<file path="src/rtl/debounce_bank.sv">
// Multi-channel switch debouncer: per-channel synchroniser chain followed by a
// stability counter that accepts a new level only after it has held long enough.
module debounce_bank #(
    parameter int   N_CH         = 4,
    parameter int   SYNC_STAGES  = 2,
    parameter int   STABLE_COUNT = 50000,
    parameter logic RESET_LEVEL  = 1'b0
) (
    input  logic            i_clk,
    input  logic            i_rst,
    input  logic            i_tick,
    input  logic [N_CH-1:0] d_in,
    output logic [N_CH-1:0] o_level,
    output logic [N_CH-1:0] o_rise,
    output logic [N_CH-1:0] o_fall,
    output logic [N_CH-1:0] o_pending,
    output logic            o_any_change
);

    localparam int                CNT_W    = $clog2(STABLE_COUNT + 1);
    localparam logic [CNT_W-1:0] CNT_LAST = CNT_W'(STABLE_COUNT - 1);
    localparam logic [CNT_W-1:0] CNT_ONE  = CNT_W'(1);

    logic [N_CH-1:0] w_rise_nxt;
    logic [N_CH-1:0] w_fall_nxt;
    logic            r_any_change;

    for (genvar c = 0; c < N_CH; c++) begin : g_ch
        logic [SYNC_STAGES-1:0] r_sync;
        logic [CNT_W-1:0]       r_cnt;
        logic                   r_level;
        logic                   r_rise;
        logic                   r_fall;
        logic                   w_sync;
        logic [CNT_W-1:0]       w_cnt_nxt;
        logic                   w_level_nxt;
        logic                   w_rise;
        logic                   w_fall;

        // Synchroniser: shifts every clock regardless of i_tick
        always_ff @(posedge i_clk or posedge i_rst) begin
            if (i_rst) begin
                r_sync <= {SYNC_STAGES{RESET_LEVEL}};
            end else begin
                r_sync <= {r_sync[SYNC_STAGES-2:0], d_in[c]};
            end
        end

        assign w_sync = r_sync[SYNC_STAGES-1];

        // Stability counter: a bounce back to the current level clears the
        // count immediately, even on clocks without a tick.
        always_comb begin
            w_cnt_nxt   = r_cnt;
            w_level_nxt = r_level;
            w_rise      = 1'b0;
            w_fall      = 1'b0;
            if (w_sync == r_level) begin
                w_cnt_nxt = '0;
            end else if (i_tick) begin
                if (r_cnt == CNT_LAST) begin
                    w_cnt_nxt   = '0;
                    w_level_nxt = w_sync;
                    w_rise      = w_sync;
                    w_fall      = ~w_sync;
                end else begin
                    w_cnt_nxt = r_cnt + CNT_ONE;
                end
            end
        end

        always_ff @(posedge i_clk or posedge i_rst) begin
            if (i_rst) begin
                r_cnt   <= '0;
                r_level <= RESET_LEVEL;
                r_rise  <= 1'b0;
                r_fall  <= 1'b0;
            end else begin
                r_cnt   <= w_cnt_nxt;
                r_level <= w_level_nxt;
                r_rise  <= w_rise;
                r_fall  <= w_fall;
            end
        end

        assign w_rise_nxt[c] = w_rise;
        assign w_fall_nxt[c] = w_fall;
        assign o_level[c]    = r_level;
        assign o_rise[c]     = r_rise;
        assign o_fall[c]     = r_fall;
        // Pending is held low during reset because both sides reset to RESET_LEVEL
        assign o_pending[c]  = w_sync ^ r_level;
    end

    // Summary flag registered from the next-state pulses so it lines up with them
    always_ff @(posedge i_clk or posedge i_rst) begin
        if (i_rst) begin
            r_any_change <= 1'b0;
        end else begin
            r_any_change <= |(w_rise_nxt | w_fall_nxt);
        end
    end

    assign o_any_change = r_any_change;

endmodule

</file>
<file path="config.mk">
export PLATFORM = sky130hd
export DESIGN_NAME = debounce_bank
export DESIGN_NICKNAME = d
export VERILOG_FILES = /design/src/rtl/debounce_bank.sv
export SDC_FILE = /design/constraint.sdc
export NUM_CORES = 1
export LEC_CHECK = 0
export ABC_AREA = 1
export ABC_CLOCK_PERIOD_IN_PS = 2400
export BUFFER_PORTS_ARGS = -buffer_cell sky130_fd_sc_hd__buf_4
export CORE_MARGIN = 2
export CORE_UTILIZATION = 30
export DETAILED_ROUTE_END_ITERATION = 16
export PLACE_DENSITY = 0.55
export RECOVER_POWER = 50
export REMOVE_ABC_BUFFERS = 1
export SYNTH_ARGS = -nofsm -noshare
export SYNTH_HDL_FRONTEND = slang
export SYNTH_SLANG_ARGS = --single-unit
</file>
<file path="constraint.sdc">
create_clock -name i_clk -period 2.4 [get_ports i_clk]
set_clock_uncertainty 0.1 [all_clocks]
set_input_delay 0.24 -clock i_clk [delete_from_list [all_inputs] [get_ports i_clk]]
set_output_delay 0.24 -clock i_clk [all_outputs]
set_load 0.02 [all_outputs]
</file>
Word level (Yosys, flattened, before mapping) --
Cells that the tools add are included.
Cells by class: add/subtract/negate cells 4, equality and inequality tests 8, mux-type cells 36, bitwise gates (word level) 13, reductions and logical operators 9
Operators by type and width (count):
- 16-bit 2-to-1 mux | 12
- 16-bit by 1-bit adder with 16-bit output, second input constant | 4
- 16-bit == test, second input constant | 4
- 1-bit 2-to-1 mux | 24
- 3-bit AND reduction | 4
- 1-bit inverter | 8
- 2-bit nonzero test | 4
- 1-bit == test | 4
- 4-bit bitwise OR | 1
- 4-bit OR reduction | 1
- 1-bit XOR | 4
Storage, ports and cells: bits in registers 85, input port bits 7, output and inout port bits 17, word-level logic and storage cells 91

Depth between registers and ports, before layout --
Gate-level depths: netlist of the first run.
depth in word-level cells 6, mapped depth 10, mapped depth without buffers 9

Worst setup path before layout of the first run --
No wires, ideal clock.
kind reg-to-reg, start register g_ch[2].r_cnt[0], end register g_ch[2].r_cnt[12], setup time 0.116 ns, arrival 1.209 ns, data required time 2.184 ns, slack 0.974 ns, cell stages (with the launch flop) 10, path buffers 1, clock period less this slack 1.426 ns, cells stage by stage dfrtp_1 ha_1 nand3_2 nor2_1 nand2_1 nand2_1 buf_4 nor2_1 nand2_1 nand2_1
Between the ends: cells in the longest elaborated chain, start to end 4, elaborated cells on any way between the ends 5, classes of those cells add/sub: 1; eq/ne: 1; mux: 3
RTL lines:
- from (decl) | line 30 | logic [CNT_W-1:0] r_cnt;
- from (signal assigned) | line 79 | r_cnt <= w_cnt_nxt;
- 16-bit by 1-bit adder with 16-bit output or 16-bit == test (tied branches) | line 67, 61
- 16-bit 2-to-1 mux (*) | line 61 | if (r_cnt == CNT_LAST) begin
- 16-bit 2-to-1 mux (*) | line 60 | end else if (i_tick) begin
- 16-bit 2-to-1 mux (*) | line 58 | if (w_sync == r_level) begin
Every way passes the cells marked *; elsewhere a longest branch is shown, timed or not. The select of a mux whose other input is x is not followed. A chain may end at the register's enable or synchronous reset.

Worst setup path in the final report of the first run --
start register g_ch[1].r_level, end register g_ch[1].r_cnt[14]
Between the ends: cells in the longest elaborated chain, start to end 2, elaborated cells on any way between the ends 3, classes of those cells eq/ne: 1; mux: 1; reduce/logical: 1
RTL lines:
- from (decl) | line 31 | logic r_level;
- from (signal assigned) | line 80 | r_level <= w_level_nxt;
- 1-bit == test (*) | line 58
- 16-bit 2-to-1 mux or 2-bit nonzero test (tied branches)
- to (signal assigned) | line 79
- to (decl) | line 30
Every way passes the cells marked *; elsewhere a longest branch is shown, timed or not.

==> results of run 1 <==
[report_power, final]
| part | total [uW] | switching (uW) | leakage [uW] | internal, uW |
|---|---|---|---|---|
| clock network | 1300 | 598 | 0.000132 | 700 |
| registers | 1470 | 15.5 | 0.00114 | 1450 |
| logic | 153 | 108 | 0.00126 | 44.7 |
[routing by layer]
metal  routed length [um]  vias up  GRT usage [%]
li1                     -     2209              -
met2                 4750       67           20.4
met5                    0        -              0
met4                   91        0           3.17
met1                 5780     1913           19.3
met3                  477        9           3.75
[sequential cells by signal, indices dropped and copies added, names as in the netlist]
signal,count
g_ch.r_cnt,64
o_any_change,1
g_ch.r_sync,8
g_ch.r_rise,4
g_ch.r_level,4
g_ch.r_fall,4
[area by class of cell]
type                            count  area, sq um  share of cell area (%)
Multi-Input combinational cell    497         2350                    42.4
Timing Repair Buffer               31          209                    3.78
Sequential cell                    85         2130                    38.5
Inverter                           80          302                    5.45
Tap cell                          220          275                    4.98
Clock buffer                       10          229                    4.14
Clock inverter                      6         40.0                   0.724
[placed cells by master (no fill, tap or decap), types with 2 or more instances in the layout]
master | synthesis | final
nor2_4 | 3 | 2
nand4_1 | 28 | 28
nand2_4 | 5 | 3
a21oi_1 | 14 | 14
o21ai_1 | 4 | 4
o21bai_1 | 10 | 10
clkbuf_1 | 0 | 14
clkinv_4 | 0 | 2
o21ai_0 | 10 | 10
dlygate4sd3_1 | 0 | 5
o22ai_1 | 9 | 9
and3_1 | 3 | 3
dfrtp_1 | 85 | 85
buf_4 | 15 | 7
nand3b_1 | 2 | 2
ha_1 | 4 | 4
inv_1 | 79 | 78
nor2_2 | 12 | 12
nor3_2 | 3 | 3
nor3_1 | 6 | 6
nand2_2 | 5 | 3
nand3_1 | 51 | 52
nor2_1 | 110 | 111
a31oi_1 | 2 | 2
nand2_1 | 196 | 200
clkbuf_4 | 0 | 5
xor2_1 | 15 | 15
clkbuf_16 | 0 | 9
clkinv_2 | 0 | 3
[timing repair]
action | CTS | global route
hold buffers | 5 | 0
endpoints found under the hold margin | 35 | 0
resized for setup | 0 | 0
[path summary, 6_finish.rpt]
path | cells after the start | to | startpoint | slack, ps
max | 8 | g_ch[1].r_cnt[14] | g_ch[1].r_level | 450
min in group asynchronous | 3 | g_ch[0].r_sync[1] | i_rst | 690
min | 3 | g_ch[0].r_cnt[12] | i_tick | 190
max reg2reg | 8 | g_ch[1].r_cnt[14] | g_ch[1].r_level | 450
min reg2reg | 0 | g_ch[3].r_sync[1] | g_ch[3].r_sync[0] | 250
max in group asynchronous | 4 | g_ch[3].r_cnt[3] | i_rst | 520
[synthesized netlist by cell type, types with 2 or more instances]
cell and n:
a21oi_1 14, a31oi_1 2, and3_1 3, buf_2 4, buf_4 15, buf_6 3, dfrtp_1 85, ha_1 4
inv_1 79, nand2_1 196, nand2_2 5, nand2_4 5, nand3_1 51, nand3b_1 2, nand4_1 28, nor2_1 110
nor2_2 12, nor2_4 3, nor3_1 6, nor3_2 3, o21ai_0 10, o21ai_1 4, o21bai_1 10, o22ai_1 9
xor2_1 15
[through the flow]
step | area (sq um) | utilization (%) | std cells | setup slack (ps)
5_1_grt | 5530 | 33.7 | 929 | 214
3_5_place_dp | 5300 | 32.3 | 908 | 562
6_report | 5530 | 33.7 | 929 | 454
4_1_cts | 5620 | 34.2 | 929 | 559
3_3_place_gp | 5300 | 32.3 | 908 | 626
2_1_floorplan | 4810 | - | 662 | -133
[critical path, delay by kind of cell (launching register included)]
kind / cells / cell delay [ps]
buffers and inverters: 1 / 80
flip-flops: 1 / 420
AND/OR/NAND/NOR: 7 / 1290
[cells by family after synthesis]
group	count (synthesis)	synth area share (%)
xor gates and xnor gates	16	2.81
buffers and inverters	102	9.37
DFF	85	42.7
adders and majority gates	4	1.01
and+or+nand+nor	426	38.1
AOI/OAI and AO/OA	51	6.01
==> reports/results.txt, run 1 <==
The floorplan die height is 133 um, and the overall power consumption is 2920 uW. The number of pins exceeding their max-slew limit in the final report is 1. Before antenna repair, the detailed router went through 5 iterations. After filler insertion, the fill cell instance count of the layout stands at 1,741. By startpoint and endpoint, the worst setup path is classified as flip-flop to flip-flop. The number of different library cells used by synthesis comes to 31. For this run the aggregate overflow at the end of global routing stands at 0. The initial antenna violation count came out at 0. The first global-routing pass estimated 19,500 um of wire. The routed layout has 4,198 vias. The synthesized area divided by synthesized cell count is 7.28 sq um, and the number of flops mapped to enable cells by yosys is 0. Of the cells placed in the final design, the portion with a size suffix greater than 1 is 7.62%. The clock-pin slew on the worst setup and hold paths works out to 70 ps.

Counting every sink on the clock net gives 85. The initial utilization of the core area, before any placement, comes to 30.4%. Core box area: 16,400 sq um.

The synthesis-to-layout area growth came out at 11.0%. Worst hold-check path type: input pin to flip-flop. In this run the deepest clock path goes through 2 buffers. Number of buffers created by CTS: 9. The final cycle utilization of the critical path was 81.1%; the portion of the post-synthesis area used by sequential elements was 42.7%. The horizontal die dimension is 133 um, and the instance count of the mapped netlist is 684. The number of global-route vias before repair was 3,968.

At the pin with the least slew margin, the transition time is 1500 ps. The flow ran to the end, but the final reports show violations. The post-synth design cell area came out at 4980 sq um. The die covers 17,600 sq um. The logs give 11,100 um for the total wire length after detailed routing and 13.6% for the global router's overall resource usage. 24 I/O pins were placed. Type of destination of the critical path: a flip-flop. The via count normalized by instance count is 4.52. At the worst endpoint, the required time is 2590 ps. The H-tree depth reported by CTS came out at 3. The most frequent cell on the critical path is nor2_1. The remaining design rule violation count was 0. Traced cell by cell, the critical path runs through inv_1 -> nand2_1 -> nand2_4 -> nand2_1 -> nand3_1 -> nor2_1 -> nor2_1 -> nor2_1.

The count of buffers added on input and output ports is 23. The synthesized design spends more area on one cell type than any other, namely dfrtp_1. Row generation in the floorplan step produced 47 rows. Among all flip-flop cells after synthesis, the most frequent one is dfrtp_1. By area the synthesized netlist is led by dfrtp_1 (43%), nand2_1 (15%), nor2_1 (8.3%), inv_1 (6.0%), nand3_1 (5.1%). On the critical path, the stage with the largest delay is an instance of nand2_1. The checks that failed: capacitance limit, slew limit. In this run the power density over the cells is 528 nW/um^2. The logs give 188 ps for the final worst hold slack and 1 for the max-capacitance violation count. The worst stage delay on the critical path came out at 480 ps. The worst setup path is launched from a flip-flop.

Adding up every negative setup slack in the final design gives 0 ps. The run gives 0 as the number of synthesis warnings. The fraction of registers with async set/reset was 100%.

The run gives 280 as the number of DRC markers after the initial detailed-route iteration. The worst-path maximum fanout was 20; the number of register bits inferred by synthesis was 85. Setup repair after global routing left no endpoint under its margin. The clock root buffer is clkbuf_16. After detailed routing, the average wire length per cell comes to 12.0 um. TritonCTS built the clock tree. The run gives 0.844 as the placer congestion estimate. The count of buffers added by post-CTS timing repair for setup came out at 0. STA puts the critical path data arrival time at 2130 ps. Setup violations remaining at the end of the flow were counted as 0.

At the later pin of the worst-skew pair, clock insertion delay measures 350 ps. For this run, the top clock speed supported by timing is 514 MHz. The logs give 0 for the number of inserted diodes and 8050 um for the HPWL after detailed placement. IR analysis of the VDD net gives a maximum drop of 414 uV. The tools report the static power due to leakage as 0.00253 uW.

The run gives 34 as the largest net degree at the start of global routing. Shortest period the worst path allows: 1950 ps. The logs give 0 for the number of hold-slack violations in the final timing report and -0.222% for the worst-case headroom to the max-slew limit. For this run, the post-layout net count is 715.

Summed over its instances, the top area cell type makes up 42.7% of the synthesized netlist area. The run gives 0 as the residual antenna-violating net count after detailed routing.
Note: power is estimated with default switching activity, not from simulation.
==> inputs of run 2 (changes only) <==
--- a/config.mk
+++ b/config.mk
@@ -6,12 +6,12 @@
 export NUM_CORES = 1
 export LEC_CHECK = 0
 export ABC_AREA = 1
-export ABC_CLOCK_PERIOD_IN_PS = 2400
+export ABC_CLOCK_PERIOD_IN_PS = 1900
 export BUFFER_PORTS_ARGS = -buffer_cell sky130_fd_sc_hd__buf_4
 export CORE_MARGIN = 2
 export CORE_UTILIZATION = 30
 export DETAILED_ROUTE_END_ITERATION = 16
-export PLACE_DENSITY = 0.55
+export PLACE_DENSITY = 0.54
 export RECOVER_POWER = 50
 export REMOVE_ABC_BUFFERS = 1
 export SYNTH_ARGS = -nofsm -noshare
==> constraint.sdc (replaced) <==
create_clock -name i_clk -period 1.9 [get_ports i_clk]
set_clock_uncertainty 0.1 [all_clocks]
set_input_delay 0.19 -clock i_clk [delete_from_list [all_inputs] [get_ports i_clk]]
set_output_delay 0.19 -clock i_clk [all_outputs]
set_load 0.02 [all_outputs]
==> reports/results.txt, run 2 (same netlist as run 1, synthesis figures left out) <==
The logic depth of the worst register-to-register path was 8; the data arrival at the endpoint of the critical path was 1760 ps. In this run the static leakage power is 0.00261 uW. The congestion estimate from routability-driven global placement came to 0.827.

The floorplan die height was 133 um. The worst reg-to-reg setup slack came out at 260 ps. The analysis attributes to net switching a power of 897 uW. Power comes to 3880 uW. The worst flop-to-flop path startpoint is g_ch[3].r_cnt[0]. The remaining design rule violation count is 0, and the number of DRC markers after the initial detailed-route iteration is 239. The number of inserted diodes came out at 0. The floorplan step defined a core boundary enclosing 16,400 sq um. The smallest clock period supported by the final layout is computed as 1640 ps. At the pin with the least slew margin, the transition time is 778 ps. 24 I/O pins were placed. Number of detailed-routing iterations run before antenna repair: 4. The routed wire length on met2 came out at 4840 um. In the final layout, the registers with the most flip-flops are g_ch.r_cnt: 64 flops, g_ch.r_sync: 8 flops. The slowest stage of the critical path belongs to the cell dfrtp_1. Routed signal wires occupy layers up through met4.

STA classifies the critical path startpoint as a flip-flop. Dividing the final minimum period by the clock period gives 86.5%. Clock tree synthesis found a total of 85 sinks. Clock latency on the worst-skew pair, taken at its later pin, is 350 ps. The final total negative setup slack was 0 ps; the worst stage delay on the critical path was 380 ps. In the global route stage, overall resource usage came out at 13.7%. The tools report the final cell count without fillers as 930. The category of cells accounting for the largest share of critical-path delay is simple AND/OR/NAND/NOR gates. Wire segments on met3 add up to 433 um in the final route.

The number of nets at the end of the flow came out at 716. The worst hold path passes through 3 cells. STA puts the critical path data required time at 2020 ps. The number of buffers created by CTS came out at 9.

Worst hold-check path type: input pin to flip-flop. The power per standard cell area came out at 686 nW/um^2. The internal power of the cells totals 2980 uW. Traced cell by cell, the critical path runs through ha_1 -> nand2_1 -> inv_1 -> nand2_1 -> nor2_1 -> nand2_1 -> nand2_1 -> o21ai_0.

For this block, the via count after detailed routing is 4,188. For this configuration, the core starts out at a cell density of 30.4%. The register with the most flip-flops was g_ch.r_cnt. The clock root buffer was clkbuf_16. Worst flop-to-flop path endpoint: g_ch[3].r_cnt[8].

The portion of total power attributed to the clock network was 47.2%. The horizontal die dimension was 133 um; the wire length of the first global-routing pass was 19,600 um. The number of hold-slack violations in the final timing report was 0. The maximum number of buffers from clock root to sink is 2, and the residual antenna-violating net count after detailed routing is 0. The end of the worst hold path is g_ch[0].r_cnt[12]. TritonCTS built the clock tree. Residual overflow from global routing: 0. For the maximum VDD drop, the log shows 501 uV. Leaving out fill and tap cells, the most frequent cells in the layout are nand2_1 (196), nor2_1 (110), dfrtp_1 (85). The final routed wire length divided by cell count was 12.0 um; the part of the total power dissipated in combinational logic was 5.0%.

Once detailed placement completed, the half-perimeter wirelength came to 8200 um. The number of placement rows came out at 47. The run finished with clean final reports. Most frequent standard cell in the layout excluding fill and tap cells: nand2_1. Start point of the critical path: g_ch[3].r_cnt[0]. Type of the setup path with the least slack: flip-flop to flip-flop. The largest net degree at the start of global routing was 56.

The count of buffering cells on the critical path with inverters included was 1. Setup repair after global routing left no endpoint under its margin. Net switching is 23.1% of the power.

Max-cap violations in this run came to 0. The logs give 0 for the count of final setup violators and 609 MHz for the highest attainable clock frequency. For the number of global-route vias before repair, the log shows 4,035. The synthesis-to-layout area growth came out at 13.5%. The final layout contains routed wiring with a total length of 11,200 um.

Sequential cells burn 47.8% of the power. For the initial antenna violation count, the log shows 0. The startpoint identified for the worst hold timing path is i_tick. The clock-pin slew on the worst setup and hold paths came out at 60 ps.

The run gives 47.8% as the worst-case headroom to the max-slew limit. For the H-tree depth reported by CTS, the log shows 3. The fraction of final layout cells sized beyond drive strength 1 was 10.6%; the number of flip-flops under the largest register name was 64. For the met1 wire length, the log shows 5830 um. The type of destination of the critical path is a flip-flop. Along the worst path, the maximum fanout reaches 7.

The count of input and output buffers came out at 23. By instance count, the cell type seen most on the critical path is nand2_1. Including well taps, the total number of placed cells is 909.

The run gives 0 as the number of pins exceeding their max-slew limit in the final report. The number of fill cells in the layout is 1,766. The die covers 17,600 sq um. The via count normalized by instance count is 4.50.
-- run 2: cell count changes in the layout (fill, tap and decap cells not counted), sizes merged --
| cell | change |
|---|---|
| buf | +13 |
| bufinv | +1 |
| clkbuf | -11 |
| clkinv | -3 |
| inv | +1 |
-- run 2: power groups by stage --
stage / combinational, uW / sequential, uW / clock (uW)
after floorplan: 120 / 1880 / 0
after global placement: 197 / 1890 / 0
after detailed placement: 197 / 1890 / 0
after CTS: 206 / 1850 / 1900
after global routing: 223 / 1850 / 1990
final: 195 / 1850 / 1830
-- run 2: layout make-up --
cell class / count / area, sq um / share of cell area, %
sequential: 85 / 2130 / 37.6
inverter: 80 / 302 / 5.33
multi-input combinational: 497 / 2390 / 42.2
clock inverter: 5 / 56.3 / 0.996
timing repair buffer: 32 / 254 / 4.49
clock buffer: 11 / 253 / 4.47
tap: 220 / 275 / 4.87
-- run 2: what timing repair did --
action | 4_1_cts | 5_1_grt
hold endpoints to repair | 19 | 0
resized for setup | 0 | 0
hold buffers | 5 | 0
buffers inserted | 0 | 0
-- run 2: worst reg2reg max path: stages, from the launching register on --
cell,delay [ps]
dfrtp_1,380
ha_1,200
nand2_1,100
inv_1,100
nand2_1,50
nor2_1,150
nand2_1,90
nand2_1,220
o21ai_0,130
-- run 2: through the flow --
| stage | cell area [sq um] | hold slack (ps) | setup slack (ps) | utilization [%] |
|---|---|---|---|---|
| 3_5_place_dp | 5310 | 70.0 | 266 | 32.3 |
| 2_1_floorplan | 4810 | 121 | -583 | - |
| 4_1_cts | 5660 | 136 | 260 | 34.5 |
| 3_3_place_gp | 5310 | 64.3 | 313 | 32.3 |
| 6_report | 5650 | 154 | 257 | 34.5 |
| 5_1_grt | 5650 | 159 | 64.3 | 34.5 |
-- run 2: per-layer routing --
metal	track usage [%]	up-vias
met3	4.21	7
met5	0	-
met2	20.8	46
li1	-	2206
met4	3.41	0
met1	19.0	1929
-- run 2: worst max-delay path by stage --
stage	to	slack, ps	cells after the start
after floorplan	g_ch[0].r_cnt[0]	-580	1
after global placement	g_ch[3].r_level	310	8
after detailed placement	g_ch[2].r_cnt[3]	270	7
after CTS	g_ch[2].r_cnt[3]	260	7
after global routing	g_ch[1].r_cnt[14]	60	7
final	g_ch[3].r_cnt[8]	260	8
==> inputs of run 3 (changes only) <==
--- a/config.mk
+++ b/config.mk
@@ -14,6 +14,7 @@
 export PLACE_DENSITY = 0.54
 export RECOVER_POWER = 50
 export REMOVE_ABC_BUFFERS = 1
+export SETUP_SLACK_MARGIN = 0.4
 export SYNTH_ARGS = -nofsm -noshare
 export SYNTH_HDL_FRONTEND = slang
 export SYNTH_SLANG_ARGS = --single-unit
==> reports/results.txt, run 3 (same netlist as run 1, synthesis figures left out) <==
The flow ran to the end, and the final reports show no timing, DRC or antenna violations. 24 I/O pins were placed. The worst hold-check path type was input pin to flip-flop. At the pin with the least slew margin, the transition time is 827 ps. In this run the worst path has a maximum fanout of 8. The endpoint required time on the critical path came out at 2040 ps.

The maximum number of buffers from clock root to sink is 2. Worst reg-to-reg setup slack: 410 ps. Leaving out fill and tap cells, the most frequent cell in the layout is nand2_1. The register with the most flip-flops in the layout has 64 of them. Power spread over the standard cell area amounts to 616 nW/um^2. The global router's overall resource usage came out at 14.1%.

Largest net degree at the start of global routing: 56. The number of hold-slack violations in the final timing report is 0, and the final cell count without fillers is 973. Clock tree synthesis inserted a total of 9 buffers.

Together, buffers and inverters on the worst path number 0. The startpoint type of the worst setup path was a flip-flop. The placed instances occupy a cell area of 5310 sq um. The number of inserted diodes is 0. The floorplan step defined a core boundary enclosing 16,400 sq um.

Setup repair after global routing could not meet its margin everywhere. The run gives 85 as the clock net sink count. After detailed placement, the design holds a cell count of 909. The maximum VDD drop was 480 uV; the placer congestion estimate was 0.827. Counting the fill cells in the layout gives 1,674.

TritonCTS built the clock tree. The die is 133 um wide. The number of pins exceeding their max-slew limit in the final report is 0. For the residual antenna-violating net count after detailed routing, the log shows 0. The cell sitting at the root of the clock tree is a clkbuf_16.

The net count of the finished layout is 759. The detailed router placed 4,456 vias in this run. The via count normalized by instance count is 4.58, and the die outline area is 17,600 sq um. For the total wire length after detailed routing, the log shows 12,100 um. The share of the core filled with cells in the final layout is 39.4%, and the fraction of final layout cells sized beyond drive strength 1 is 26.8%.

The tools report the static power due to leakage as 0.00284 uW. The data arrival at the endpoint of the critical path is 1630 ps, and the worst stage delay on the critical path is 410 ps. The die is 133 um tall. The number of global-route vias before repair is 4,164, and the highest attainable clock frequency is 671 MHz. The count of input and output buffers came out at 23. Relative to the synthesized area, the layout overhead comes to 29.7%. Counting flops per register, the top entry is g_ch.r_cnt. STA classifies the critical path endpoint as a flip-flop. The routed design could run at a clock period as short as 1490 ps.

For this run the aggregate overflow at the end of global routing stands at 0. The clock-pin slew on the worst setup and hold paths is 70 ps, and the max-capacitance violation count is 0. For this run, design rule violations remaining after detail routing come to 0. At the later pin of the worst-skew pair, clock insertion delay measures 350 ps. In this run the tightest slew margin relative to its limit is 44.5%. The category of cells accounting for the largest share of critical-path delay is simple AND/OR/NAND/NOR gates. The logs give 8200 um for the HPWL after detailed placement and 6460 sq um for the post-route cell area. For this block, the initial DRC count from the detailed router was 276. The critical path is of the flip-flop to flip-flop type. On the critical path, the stage with the largest delay is an instance of dfrtp_1. The count of final setup violators is 0, and the effective utilization at floorplan is 30.4%. Traced cell by cell, the critical path runs through ha_4 -> nand4_1 -> nor2_4 -> nand3_4 -> nand2_8 -> nor2_1. CTS built an H-tree with a depth of 3.

The final cycle utilization of the critical path is 78.5%, and the wire length of the first global-routing pass is 20,200 um. The final routed wire length divided by cell count is 12.5 um. The initial antenna violation count was 0. The library cells used most frequently in the layout, excluding fill and tap cells, are nand2_1 (181), nor2_1 (87), dfrtp_1 (76). The number of placement rows is 47.

The largest registers in the layout are g_ch.r_cnt: 64 flops, g_ch.r_sync: 8 flops. The number of detailed-routing iterations run before antenna repair came out at 4.
run 3: cell type report:
type | count | area (sq um) | share of cell area [%]
Tap cell | 220 | 275 | 4.26
Inverter | 80 | 304 | 4.71
Clock inverter | 5 | 56.3 | 0.871
Timing Repair Buffer | 75 | 604 | 9.35
Clock buffer | 11 | 253 | 3.91
Multi-Input combinational cell | 497 | 2830 | 43.8
Sequential cell | 85 | 2140 | 33.1
run 3: metal layers:
metal / routed length (um) / vias up / global-route usage [%]
met4: 134 / 0 / 3.88
met1: 5990 / 2082 / 19.8
met2: 5540 / 73 / 21.4
li1: - / 2292 / -
met5: 0 / - / 0
met3: 462 / 9 / 4.06
run 3: path summary, 6_finish.rpt:
kind,from,endpoint,cells past startpoint
min in group asynchronous,i_rst,g_ch[2].r_cnt[14],3
worst min register to register,g_ch[2].r_sync[0],g_ch[2].r_sync[1],0
worst max register to register,g_ch[1].r_cnt[0],g_ch[1].r_cnt[6],6
worst min-delay path,i_tick,g_ch[0].r_cnt[12],3
worst max-delay path,g_ch[1].r_cnt[0],g_ch[1].r_cnt[6],6
max in group asynchronous,i_rst,g_ch[2].r_cnt[7],4
run 3: repair_timing:
item	in CTS	in global routing
endpoints found under the setup margin	54	67
resized for setup	32	101
pin swaps	6	33
buffers inserted	17	26
hold endpoints to repair	19	0
hold buffers	5	0
run 3: power by group:
part	internal (uW)	switching, uW	leakage, uW	total (uW)
logic	115	172	0.00156	288
clock network	1090	744	0.000152	1830
registers	1830	25.4	0.00113	1860
run 3: worst register-to-register path, stage by stage (launching register included):
cell     delay (ps)
dfrtp_1         410
ha_4            170
nand4_1         140
nor2_4          190
nand3_4         170
nand2_8         140
nor2_1           60
run 3: through the flow:
| stage | power [uW] | setup WS (ps) | TNS (ps) | hold WS, ps |
|---|---|---|---|---|
| finish | 3980 | 409 | 0 | 156 |
| global route | 4170 | 207 | 0 | 160 |
| CTS | 4000 | 372 | 0 | 137 |
| detailed placement | 2080 | 266 | 0 | 70.0 |
| global placement | 2080 | 313 | 0 | 64.3 |
| floorplan | 2000 | -583 | -49600 | 121 |
